**src/rtl/bitstream_word_assembler.sv**
```systemverilog
// Byte-to-word stage: hunts the byte stream for the sync word, then packs
// every four bytes big-endian into a 32-bit word until the desync word lands.
module bitstream_word_assembler #(
    parameter logic [31:0] SYNC_WORD   = 32'hFAB0_FAB1,
    parameter logic [31:0] DESYNC_WORD = 32'hFAB0_FAB0,
    parameter int unsigned COUNT_WIDTH = 16
) (
    input  logic                   clk_i,
    input  logic                   reset_i,
    input  logic                   en_i,
    input  logic                   in_valid_i,
    output logic                   in_ready_o,
    input  logic [7:0]             data_in_i,
    output logic                   out_valid_o,
    input  logic                   out_ready_i,
    output logic [31:0]            data_out_o,
    output logic                   synced_o,
    output logic [COUNT_WIDTH-1:0] word_count_o
);

    typedef enum logic {
        HUNT   = 1'b0,
        SYNCED = 1'b1
    } state_e;

    state_e                 state_q,      state_d;
    logic [31:0]            shift_q,      shift_d;
    logic [1:0]             cnt_q,        cnt_d;
    logic                   out_valid_q,  out_valid_d;
    logic [31:0]            data_out_q,   data_out_d;
    logic [COUNT_WIDTH-1:0] word_count_q, word_count_d;

    logic        accept;
    logic [31:0] next_word;

    // A pending word blocks intake unless it is being taken this cycle.
    assign in_ready_o = en_i && (!out_valid_q || out_ready_i);
    assign accept     = in_valid_i && in_ready_o;
    assign next_word  = {shift_q[23:0], data_in_i};

    always_comb begin
        state_d      = state_q;
        shift_d      = shift_q;
        cnt_d        = cnt_q;
        out_valid_d  = out_valid_q;
        data_out_d   = data_out_q;
        word_count_d = word_count_q;

        if (out_valid_q && out_ready_i) begin
            out_valid_d = 1'b0;
        end

        if (accept) begin
            shift_d = next_word;
            unique case (state_q)
                HUNT: begin
                    if (next_word == SYNC_WORD) begin
                        state_d      = SYNCED;
                        cnt_d        = 2'd0;
                        word_count_d = '0;
                        shift_d      = '0;
                    end
                end
                SYNCED: begin
                    cnt_d = cnt_q + 2'd1;
                    if (cnt_q == 2'd3) begin
                        if (next_word == DESYNC_WORD) begin
                            state_d = HUNT;
                            shift_d = '0;
                        end else begin
                            data_out_d  = next_word;
                            out_valid_d = 1'b1;
                            if (word_count_q != {COUNT_WIDTH{1'b1}}) begin
                                word_count_d = word_count_q + COUNT_WIDTH'(1);
                            end
                        end
                    end
                end
                default: state_d = HUNT;
            endcase
        end
    end

    always_ff @(posedge clk_i or posedge reset_i) begin
        if (reset_i) begin
            state_q      <= HUNT;
            shift_q      <= '0;
            cnt_q        <= '0;
            out_valid_q  <= 1'b0;
            data_out_q   <= '0;
            word_count_q <= '0;
        end else begin
            state_q      <= state_d;
            shift_q      <= shift_d;
            cnt_q        <= cnt_d;
            out_valid_q  <= out_valid_d;
            data_out_q   <= data_out_d;
            word_count_q <= word_count_d;
        end
    end

    assign out_valid_o  = out_valid_q;
    assign data_out_o   = data_out_q;
    assign synced_o     = (state_q == SYNCED);
    assign word_count_o = word_count_q;

endmodule

```
**config.mk**
```make
export PLATFORM = sky130hd
export DESIGN_NAME = bitstream_word_assembler
export DESIGN_NICKNAME = d
export VERILOG_FILES = /design/src/rtl/bitstream_word_assembler.sv
export SDC_FILE = /design/constraint.sdc
export NUM_CORES = 1
export LEC_CHECK = 0
export ABC_AREA = 1
export BUFFER_PORTS_ARGS = -buffer_cell sky130_fd_sc_hd__buf_2
export CORE_MARGIN = 2
export CORE_UTILIZATION = 55
export CTS_CLUSTER_DIAMETER = 30
export CTS_CLUSTER_SIZE = 25
export DETAILED_ROUTE_END_ITERATION = 7
export HOLD_SLACK_MARGIN = 0.15
export PLACE_DENSITY = 0.78
export SLEW_MARGIN = 20
export SYNTH_ARGS = -nofsm -noshare
export SYNTH_HDL_FRONTEND = slang
export SYNTH_SLANG_ARGS = --single-unit
```
**constraint.sdc**
```tcl
create_clock -name clk_i -period 2.7 [get_ports clk_i]
set_clock_uncertainty 0.05 [all_clocks]
set_input_delay 0.135 -clock clk_i [delete_from_list [all_inputs] [get_ports clk_i]]
set_output_delay 0.135 -clock clk_i [all_outputs]
set_load 0.05 [all_outputs]
```
* After elaboration in Yosys (flattened, before gate mapping) *
Index checks and enable logic that the tools add are counted.

storage, ports and cells
  input port bits = 13
  output and inout bits = 51
  register bits after elaboration = 76

cells by class
  $add $sub $neg = 2
  multiplexer cells = 20
  eq/ne operators = 8
  reductions and logical operators = 8
  bitwise gates (word level) = 2

operator list
  operator                 number
  $mux W24                 3
  $eq A32 B32 Y1 const B   2
  $mux W16                 4
  $pmux W24 S2             1
  $pmux W16 S2             1
  $add A16 B1 Y16 const B  1
  $ne A16 B16 Y1 const B   1
  $mux W1                  8
  $reduce_and A5 Y1        1
  $ne A2 B1 Y1 const B     2
  $ne A2 B2 Y1 const B     2
  $pmux W2 S2              1
  $reduce_and A4 Y1        1
  $logic_and A1 B1 Y1      3
  $add A2 B1 Y2 const B    1
  $eq A2 B2 Y1 const B     1
  $mux W2                  1
  $not A1 Y1               2
  $pmux W1 S2              1
  $reduce_and A2 Y1        1
  $logic_not A1 Y1         1
  $logic_or A1 B1 Y1       1

* Logic depth before layout (Yosys ltp) *
Gate-level depths: netlist of run 1.

  word-level depth = 6
  gate-level depth with buffers = 11
  depth with buffers taken out = 11

* Worst setup path before layout of run 1 *
Ideal clock, no wire load.

  path kind = flip-flop to flip-flop
  start point = reg word_count_q[0], in the netlist word_count_o[0]
  end point = reg word_count_q[3], in the netlist word_count_o[3]
  setup slack = 0.680 ns
  arrival = 1.904 ns
  path buffers = 1
  required time = 2.583 ns
  clock period less this slack = 2.020 ns
  stages on the path, launching flop included = 11
  cell sequence = dfrtp_1 > ha_1 > nand2_2 > nor2_4 > nand2_2 > nor2_4 > nand4_2 > nand3_4 > buf_6 > nand3_1 > nand2_1

between the ends
  cells in the longest elaborated chain, start to end = 5
  elaborated cells on any way between the ends = 8
  classes of those cells = add/sub: 1; eq/ne: 2; mux: 4; reduce/logical: 1

ends and longest elaborated chain
  element                   line  RTL
  start: declaration        31    logic [COUNT_WIDTH-1:0] word_count_q, word_count_d;
  start signal: assignment  98    word_count_q <= word_count_d;
  $add A16 B1 Y16           74    word_count_d = word_count_q + COUNT_WIDTH'(1);
  $mux W16                  73    if (word_count_q != {COUNT_WIDTH{1'b1}}) begin
  $mux W16                  67    if (next_word == DESYNC_WORD) begin
  $mux W16                  66    if (cnt_q == 2'd3) begin
  $pmux W16 S2              55    unique case (state_q)

Several ways; a longest one is shown, not always the timed one. The select of a mux whose other input is x is not followed.
A chain may end at the register's enable or synchronous reset.

* Final worst setup path of run 1 *
  start point = reg out_valid_q, in the netlist out_valid_o
  end point = reg word_count_q[0], in the netlist word_count_o[0]

between the ends
  cells in the longest elaborated chain, start to end = 5

ends and longest elaborated chain
  element                      line  RTL
  start: declaration           29    logic out_valid_q, out_valid_d;
  start signal: assignment     96    out_valid_q <= out_valid_d;
  $logic_not A1 Y1             37    assign in_ready_o = en_i && (!out_valid_q || out_ready_i);
  $logic_or A1 B1 Y1           37
  $logic_and A1 B1 Y1          37
  $logic_and A1 B1 Y1          38    assign accept = in_valid_i && in_ready_o;
  $reduce_and A5 Y1 (no line)  --

No other way between the ends.

==> results.tsv, run 1 <==
metric	value	unit
ir_drop	0.250	mV
clk_latency	0.36	ns
clk_pin_slew	0.08	ns
slowest_delay	0.53	ns
port_buffers	63	
synth_seq_cells	76	
antenna_cells	0	
worstPathCellList	inv_2 > nor2_1 > nor3b_4 > buf_4 > nand4_2 > nand3_1 > nand2_1	
syn_to_final_growth	17.0	%
crit_type	flip-flop to flip-flop	
synth_cell_types	31	
yosysSeqAreaShare	49.4	%
maxSlewHeadroom	35.7	%
cp_top_family	simple AND/OR/NAND/NOR gates	
slew_viol_final	0	
drt-total-wl	8890	um
hold_viol	0	
synth.top_cells.by_area	dfrtp_1 49%, nand2_1 16%, nand3_1 9.1%	
pre_cts_slack	0.504	ns
grt_pass1_vias	3152	
max_freq	447	MHz
syn_nets	519	
crit_path_end_kind	flip-flop	
cts_tree	done	
viasPerCell	5.18	
num-fill-cells	564	
gp_congestion	0.907	
grt_max_degree	77	
layout_commonest_cell	nand2_1	
syn_inst	504	
status	completed	
worst_slack	0.462	ns
yosys_warnings	0	
crit_path_start_kind	flip-flop	
topRoutingLayerUsed	met4	
ios	64	
clock_sinks	76	
htree_levels	3	
path_buf_inv	2	
grt_pass1_wl	14800	um
worst_ep_required_time	2.90	ns
ant_nets	0	
finalCritPeriodShare	82.9	%
setup_tns	0	ns
overflow	0	
cts_setup_buffers	0	
setup_viol	0	
min_period	2.24	ns
worst_pin_slew	0.965	ns
root_buffer	clkbuf_8	
dr.pass1.iters	5	
die_w	87.6	um
place_area	4190	um^2
cap_violations	0	
met2_length	4330	um
dr_total_vias	3484	
drive_above_1_share	18.6	%
arrival	2.44	ns
drcViolationCount	0	
track_usage	24.5	%
core	6790	um^2
stdcell_area	4500	um^2
slowest_stage	nand4_2	
wl_met3	401	um
antenna_found_initial	0	
syn_area_per_cell	7.63	um^2
yosys.area.top_type	dfrtp_1	
start_util	56.6	%
syn_area	3850	um^2
drt-initial-drc-count	267	
min_path_type	input pin to flip-flop	
cp_max_fo	55	
rsz0062_at_grt	no	
cts_buffers	9	
powerDensity	528	nW/um^2
wl_per_cell	13.2	um
final_cell_mix	165 x nand2_1, 76 x dfrtp_1, 70 x nand3_1, 63 x buf_2, 50 x nor2_1	
final_nets	586	
rows	30	
dieArea	7680	um^2
p_leak	0.00240	uW
dp_hpwl	6060	um
die_y	87.6	um
wl_met1	4040	um
synth_top_cell_area_share	49.4	%
clockBufferDepth	2	
## worst paths after layout
path	start	end	slack [ns]	cells after the start
worst max-delay path	out_valid_o$_DFF_PP0_	word_count_o[0]$_DFFE_PP0P_	0.46	7
worst min-delay path	in_valid_i	cnt_q[0]$_DFFE_PP0P_	0.21	4
worst max register to register	out_valid_o$_DFF_PP0_	word_count_o[0]$_DFFE_PP0P_	0.46	7
worst min register to register	data_out_o[5]$_DFFE_PP0P_	data_out_o[5]$_DFFE_PP0P_	0.42	2
max in group asynchronous	reset_i	word_count_o[2]$_DFFE_PP0P_	1.42	4
min in group asynchronous	reset_i	data_out_o[4]$_DFFE_PP0P_	0.53	4
## synth_stat cells
cell type,n
nand2_1,165
o21ai_1,21
dfrtp_1,76
nand4_2,2
nor2_1,50
xor2_1,1
nand3_4,1
a31oi_1,1
a21oi_1,3
nor3b_2,1
inv_1,39
o21bai_1,2
nand3_1,70
clkbuf_1,4
buf_2,6
nand2_2,4
nand4_1,3
buf_6,4
o21a_1,1
o21ai_0,20
nand3_2,1
nand2_4,1
inv_2,9
nor3_1,2
nor2_2,2
nor2_4,3
nor3b_1,2
buf_1,4
and2_1,2
ha_1,2
buf_4,2
## kinds of logic after synthesis
kind of cell,Yosys count,synth area share [%]
adder cells (fa/ha/maj),2,0.651
buffers and inverters,68,7.81
flip-flops,76,49.4
XOR/XNOR,1,0.228
AND/OR/NAND/NOR,309,35.4
AO/OA/AOI/OAI,48,6.47
## metal layers
| metal | track usage (%) | vias to the layer above |
|---|---|---|
| li1 | - | 1739 |
| met5 | 0 | - |
| met1 | 32.7 | 1628 |
| met2 | 40.6 | 105 |
| met4 | 9.51 | 0 |
| met3 | 3.49 | 12 |
## per-stage QoR
step           power, uW  std cells  util (%)  hold WS, ns
3_5_place_dp        1470        646      61.7        0.290
4_1_cts             2380        672      66.2        0.207
6_report            2380        672      66.2        0.205
3_3_place_gp        1460        646      61.7        0.278
2_1_floorplan       1400        504         -        0.181
5_1_grt             2460        672      66.2        0.254
## report_power, final
part | switching (uW) | leakage (uW) | internal (uW) | total (uW)
registers | 62.5 | 0.00103 | 1200 | 1260
clock network | 460 | 0.0000995 | 460 | 920
logic | 134 | 0.00127 | 65.0 | 199
## worst reg2reg max path, delay by kind of cell (launching register included)
family | cells | cell delay [ns]
flip-flops | 1 | 0.40
AND/OR/NAND/NOR | 5 | 1.14
buffers and inverters | 2 | 0.55
## registers in the layout, indices dropped and copies added (netlist names)
register	flops
shift_q	24
cnt_q	2
data_out_o	32
word_count_o	16
out_valid_o	1
synced_o	1
## timing repair
action	CTS	global route
hold buffers	10	0
endpoints found under the hold margin	93	0
resized for setup	0	0
## final cells by class
cell class	instances	area [um^2]	area share [%]
sequential	76	1900	42.3
multi-input combinational	360	1650	36.7
timing repair buffer	76	438	9.73
inverter	48	180	4.00
clock buffer	10	138	3.06
tap	96	120	2.67
clock inverter	6	71.3	1.59
Note: power is estimated with default switching activity, not from simulation.
==> run 2: changes to the inputs <==
--- a/config.mk
+++ b/config.mk
@@ -8,12 +8,12 @@
 export ABC_AREA = 1
 export BUFFER_PORTS_ARGS = -buffer_cell sky130_fd_sc_hd__buf_2
 export CORE_MARGIN = 2
-export CORE_UTILIZATION = 55
+export CORE_UTILIZATION = 51
 export CTS_CLUSTER_DIAMETER = 30
 export CTS_CLUSTER_SIZE = 25
 export DETAILED_ROUTE_END_ITERATION = 7
 export HOLD_SLACK_MARGIN = 0.15
-export PLACE_DENSITY = 0.78
+export PLACE_DENSITY = 0.76
 export SLEW_MARGIN = 20
 export SYNTH_ARGS = -nofsm -noshare
 export SYNTH_HDL_FRONTEND = slang
==> constraint.sdc (replaced) <==
create_clock -name clk_i -period 1.91 [get_ports clk_i]
set_clock_uncertainty 0.05 [all_clocks]
set_input_delay 0.0955 -clock clk_i [delete_from_list [all_inputs] [get_ports clk_i]]
set_output_delay 0.0955 -clock clk_i [all_outputs]
set_load 0.05 [all_outputs]
==> run 2 against run 1 <==
  * Largest cell class unchanged
  * First-iteration DRC count down 9.4%
  * Maximum frequency grew 28%
  * Critical path type unchanged
  * Sequential share of layout area shrank 1.6 points
==> results.tsv, run 2 (synthesis results as in run 1) <==
metric	value	unit	change
status	completed		
stdcell_area	4680	um^2	+4.0%
slowest_stage	dfrtp_1		
cts_setup_buffers	0		unchanged
critPathLaunch	out_valid_o$_DFF_PP0_		
cap_violations	0		unchanged
syn_to_final_growth	21.7	%	
slew_viol_final	0		unchanged
r2r-end	synced_o$_DFFE_PP0P_		
place_area	4330	um^2	+3.3%
core	7290	um^2	+7.3%
r2r-start	out_valid_o$_DFF_PP0_		
cts_tree	done		
worstRegToRegCells	7		unchanged
worst_pin_slew	0.557	ns	-0.407 ns
crit_top_cell	o21ai_0		
clk_latency	0.35	ns	about the same
viasPerCell	5.18		about the same
min_path_cells	4		unchanged
antenna_found_initial	0		unchanged
track_usage	23.6	%	-0.88 points
rsz0062_at_grt	yes		
drt-initial-drc-count	242		-9.4%
largest_register_ffs	32		unchanged
powerDensity	748	nW/um^2	+41%
cp_top_family	buffers and inverters		
arrival	1.91	ns	-0.53 ns
rows	31		+3.3%
crit_type	flip-flop to flip-flop		
r2r_slack	0.16	ns	-0.30 ns
antenna_cells	0		unchanged
worstPathCellList	inv_2 > nor2_1 > nor3b_4 > buf_4 > inv_1 > o21ai_0 > o21ai_0		
grt_max_degree	52		-32%
grt_pass1_wl	15700	um	+6.3%
die_y	90.8	um	+3.7%
fin_hold_ws	0.195	ns	-0.0105 ns
clk_pin_slew	0.07	ns	about the same
hold_viol	0		unchanged
min_period	1.75	ns	-0.485 ns
ir_drop	0.336	mV	+34%
maxSlewHeadroom	62.8	%	+27 points
dr.pass1.iters	4		-1
slowest_delay	0.39	ns	-0.14 ns
grt_pass1_vias	3362		+6.7%
path_buf_inv	3		+1
dieArea	8250	um^2	+7.5%
ios	64		unchanged
whs_endpoint	cnt_q[0]$_DFFE_PP0P_		
clock_sinks	76		unchanged
grt_most_used_layer	met2		
cts_buffers	9		unchanged
layout_commonest_cell	nand2_1		
ant_nets	0		unchanged
globalRouteMet3Util	5.09	%	+1.6 points
setup_viol	0		unchanged
die_w	90.8	um	+3.7%
drive_above_1_share	20.7	%	+2.2 points
worst_ep_required_time	2.07	ns	-0.83 ns
gp_congestion	0.897		-1.2%
dr_total_vias	3559		+2.2%
max_freq	571	MHz	+28%
wl_per_cell	13.5	um	+1.7%
finalCritPeriodShare	91.7	%	+8.9 points
clockBufferDepth	2		unchanged
cp_max_fo	15		-73%
setup_tns	0	ns	unchanged
met1_usage	31.7	%	-0.99 points
min_path_type	input pin to flip-flop		
htree_levels	3		unchanged
root_buffer	clkbuf_8		
port_buffers	63		unchanged
hold_path.startpoint	in_valid_i		
crit_path_start_kind	flip-flop		
crit_path_end_kind	flip-flop		
grt_use_met2	37.3	%	-3.3 points
p_leak	0.00248	uW	+3.5%
start_util	52.7	%	-3.9 points
dp_hpwl	6450	um	+6.6%
final_cell_mix	164 x nand2_1, 74 x dfrtp_1, 70 x nand3_1, 63 x buf_2, 50 x nor2_1		
total_power	3500	uW	+47%
final_nets	598		+2.0%
num-fill-cells	666		+18%
drcViolationCount	0		unchanged
fin_util	64.2	%	-2.0 points
drt-total-wl	9240	um	+4.0%
overflow	0		unchanged
## run 2: cell types whose count changed in the layout (fill, tap and decap cells not counted), moves of 2 or more
cell | before | now
dfrtp_2 | 0 | 2
inv_6 | 2 | 0
clkbuf_8 | 10 | 12
buf_4 | 3 | 11
dfrtp_1 | 76 | 74
buf_12 | 0 | 3
## run 2: where the power goes
| part | total (uW) | switching [uW] | internal, uW |
|---|---|---|---|
| logic | 311 | 200 | 112 |
| registers | 1770 | 81.5 | 1690 |
| clock network | 1420 | 572 | 843 |
| total | 3500 | 853 | 2650 |
## run 2: metrics by stage
stage | std cells | setup WS, ns
2_1_floorplan | 504 | 0.0559
3_3_place_gp | 661 | 0.106
3_5_place_dp | 661 | 0.0711
4_1_cts | 687 | 0.0572
5_1_grt | 687 | -0.00234
6_report | 687 | 0.158
## run 2: cell type report
class | count | area, um^2 | share of cell area, %
well taps | 99 | 124 | 2.65
repair buffers | 88 | 569 | 12.2
flip-flops and latches | 76 | 1900 | 40.7
clock buffers | 13 | 169 | 3.61
inverters | 48 | 184 | 3.93
clock inverters | 3 | 67.6 | 1.44
multi-input cells | 360 | 1660 | 35.5
## run 2: repair_timing
action                                  in CTS  in global routing
endpoints found under the setup margin       0                 30
hold endpoints to repair                    42                  0
hold buffers                                10                  0
resized for setup                            0                  4
## run 2: worst max path at each step
stage,to,slack (ns),depth (start not counted)
2_1_floorplan,word_count_o[3]$_DFFE_PP0P_,0.06,10
3_3_place_gp,word_count_o[9]$_DFFE_PP0P_,0.11,8
3_5_place_dp,word_count_o[0]$_DFFE_PP0P_,0.07,8
4_1_cts,word_count_o[0]$_DFFE_PP0P_,0.06,8
5_1_grt,word_count_o[10]$_DFFE_PP0P_,-0.002,9
6_report,synced_o$_DFFE_PP0P_,0.16,7
## run 2: routing by layer
metal | wire length (um) | vias to the layer above
met5 | 0 | -
met4 | 202 | 0
met3 | 513 | 19
met2 | 4460 | 106
met1 | 4070 | 1666
li1 | - | 1768
## run 2: worst reg2reg max path, delay by kind of cell, from the launching register on
family | cells | cell delay (ns)
buf+inv | 3 | 0.54
flops | 1 | 0.39
compound gates | 2 | 0.34
simple gates | 2 | 0.30
==> run 3: changes to the inputs <==
--- a/config.mk
+++ b/config.mk
@@ -9,6 +9,7 @@
 export BUFFER_PORTS_ARGS = -buffer_cell sky130_fd_sc_hd__buf_2
 export CORE_MARGIN = 2
 export CORE_UTILIZATION = 51
+export CTS_BUF_LIST = sky130_fd_sc_hd__clkbuf_8 sky130_fd_sc_hd__clkbuf_16
 export CTS_CLUSTER_DIAMETER = 30
 export CTS_CLUSTER_SIZE = 25
 export DETAILED_ROUTE_END_ITERATION = 7
==> run 3 against run 2 <==
  * Total power barely moved
  * Wire length rose by 0.56%
  * First-iteration DRC count rose by 1.2%
  * Critical path depth did not move
  * Setup slack improved by 0.00095 ns
  * Hold slack got worse by 0.0048 ns
  * Via count did not move
  * Sequential power barely moved
  * Combinational power barely moved
  * Sequential share of layout area did not move
  * Final area did not move
  * Highest routed layer unchanged
==> results.tsv, run 3 (synthesis results as in run 1) <==
metric	value	unit	change
wl_per_cell	13.5	um	+0.56%
p_leak	0.00249	uW	+0.17%
rows	31		unchanged
worst_ep_required_time	2.07	ns	about the same
grt_pass1_vias	3362		unchanged
worst_slack	0.159	ns	+0.000953 ns
critPathLaunch	out_valid_o$_DFF_PP0_		
dp_hpwl	6450	um	unchanged
drt-total-wl	9300	um	+0.56%
arrival	1.91	ns	about the same
clk_latency	0.36	ns	about the same
maxSlewHeadroom	62.8	%	about the same
clockBufferDepth	2		unchanged
num-fill-cells	666		unchanged
powerDensity	748	nW/um^2	about the same
largest_register_ffs	32		unchanged
syn_to_final_growth	21.7	%	unchanged
min_period	1.75	ns	-0.000953 ns
endpoint	synced_o$_DFFE_PP0P_		
rsz0062_at_grt	yes		
crit_path_start_kind	flip-flop		
worstRegToRegCells	7		unchanged
finalCritPeriodShare	91.7	%	about the same
grt_max_degree	52		unchanged
start_util	52.7	%	unchanged
port_buffers	63		unchanged
r2r-end	synced_o$_DFFE_PP0P_		
die_w	90.8	um	unchanged
dr_total_vias	3559		unchanged
drcViolationCount	0		unchanged
core	7290	um^2	unchanged
dp.cells	661		unchanged
cts_tree	done		
cts_buffers	9		unchanged
cap_violations	0		unchanged
final_nets	598		unchanged
ant_nets	0		unchanged
die_y	90.8	um	unchanged
gp_congestion	0.897		unchanged
hold_viol	0		unchanged
clock_sinks	76		unchanged
worst_pin_slew	0.557	ns	-0.000415 ns
dieArea	8250	um^2	unchanged
setup_viol	0		unchanged
r2r_slack	0.16	ns	about the same
clk_pin_slew	0.07	ns	about the same
viasPerCell	5.18		unchanged
dr.pass1.iters	4		unchanged
root_buffer	clkbuf_8		
antenna_cells	0		unchanged
seqCellArea	1900	um^2	unchanged
htree_levels	3		unchanged
pre_cts_slack	0.0711	ns	unchanged
max_freq	571	MHz	about the same
antenna_found_initial	0		unchanged
grt_pass1_wl	15700	um	unchanged
fin_hold_ws	0.190	ns	-0.00479 ns
layout_commonest_cell	nand2_1		
ios	64		unchanged
ir_drop	0.336	mV	about the same
overflow	0		unchanged
fin_cells	687		unchanged
cp_max_fo	15		unchanged
r2r-start	out_valid_o$_DFF_PP0_		
cts_setup_buffers	0		unchanged
min_path_type	input pin to flip-flop		
multiInputGateArea	1660	um^2	unchanged
place_area	4330	um^2	unchanged
drive_above_1_share	20.7	%	unchanged
stdcell_area	4680	um^2	unchanged
fin_util	64.2	%	unchanged
track_usage	23.6	%	unchanged
status	completed		
slew_viol_final	0		unchanged
crit_type	flip-flop to flip-flop		
crit_path_end_kind	flip-flop		
drt-initial-drc-count	245		+1.2%
final_cell_mix	164 x nand2_1, 74 x dfrtp_1, 70 x nand3_1, 63 x buf_2, 50 x nor2_1		
-- run 3: cell count changes in the layout (fill, tap and decap cells not counted) --
cell      delta
clkbuf_1     -1
inv_1        +1
-- run 3: layout make-up --
| class | count | area share, % |
|---|---|---|
| flip-flops and latches | 76 | 40.7 |
| clock inverters | 4 | 1.52 |
| inverters | 48 | 3.93 |
| repair buffers | 88 | 12.2 |
| multi-input cells | 360 | 35.5 |
| clock buffers | 12 | 3.53 |
| well taps | 99 | 2.65 |
-- run 3: through the flow --
step	setup TNS, ns	total power [uW]
floorplan	0	1970
global placement	0	2090
detailed placement	0	2090
CTS	0	3530
global route	-0.00334	3650
finish	0	3500
-- run 3: repair_timing --
item,CTS,global route
hold buffers,10,0
resized for setup,0,4
setup endpoints to repair,0,30
hold endpoints to repair,42,0
-- run 3: per-layer routing --
metal	track usage (%)	up-vias	part of all wire [%]
met5	0	-	0
met4	9.85	0	2.3
met3	5.09	21	5.5
met2	37.3	105	48
met1	31.7	1666	44
li1	-	1767	-
-- run 3: critical path, cell delays in order (launching register included) --
cell     delay [ns]
dfrtp_1        0.39
inv_2          0.06
nor2_1         0.07
nor3b_4        0.23
buf_4          0.26
inv_1          0.22
o21ai_0        0.21
o21ai_0        0.12
-- run 3: worst min-delay path by stage --
stage                     cells past startpoint   startpoint                         to
final                                         4   in_valid_i       cnt_q[0]$_DFFE_PP0P_
after CTS                                     4   in_valid_i       cnt_q[0]$_DFFE_PP0P_
after global routing                          4   in_valid_i       cnt_q[0]$_DFFE_PP0P_
after detailed placement                      2      reset_i  data_out_o[8]$_DFFE_PP0P_
after floorplan                               1  out_ready_i      out_valid_o$_DFF_PP0_
after global placement                        2      reset_i  data_out_o[5]$_DFFE_PP0P_
-- run 3: where the power goes --
part,switching [uW],leakage [uW],internal [uW]
Sequential,81.2,0.00103,1690
Combinational,200,0.00134,112
Clock,581,0.000120,838
Total,862,0.00249,2640
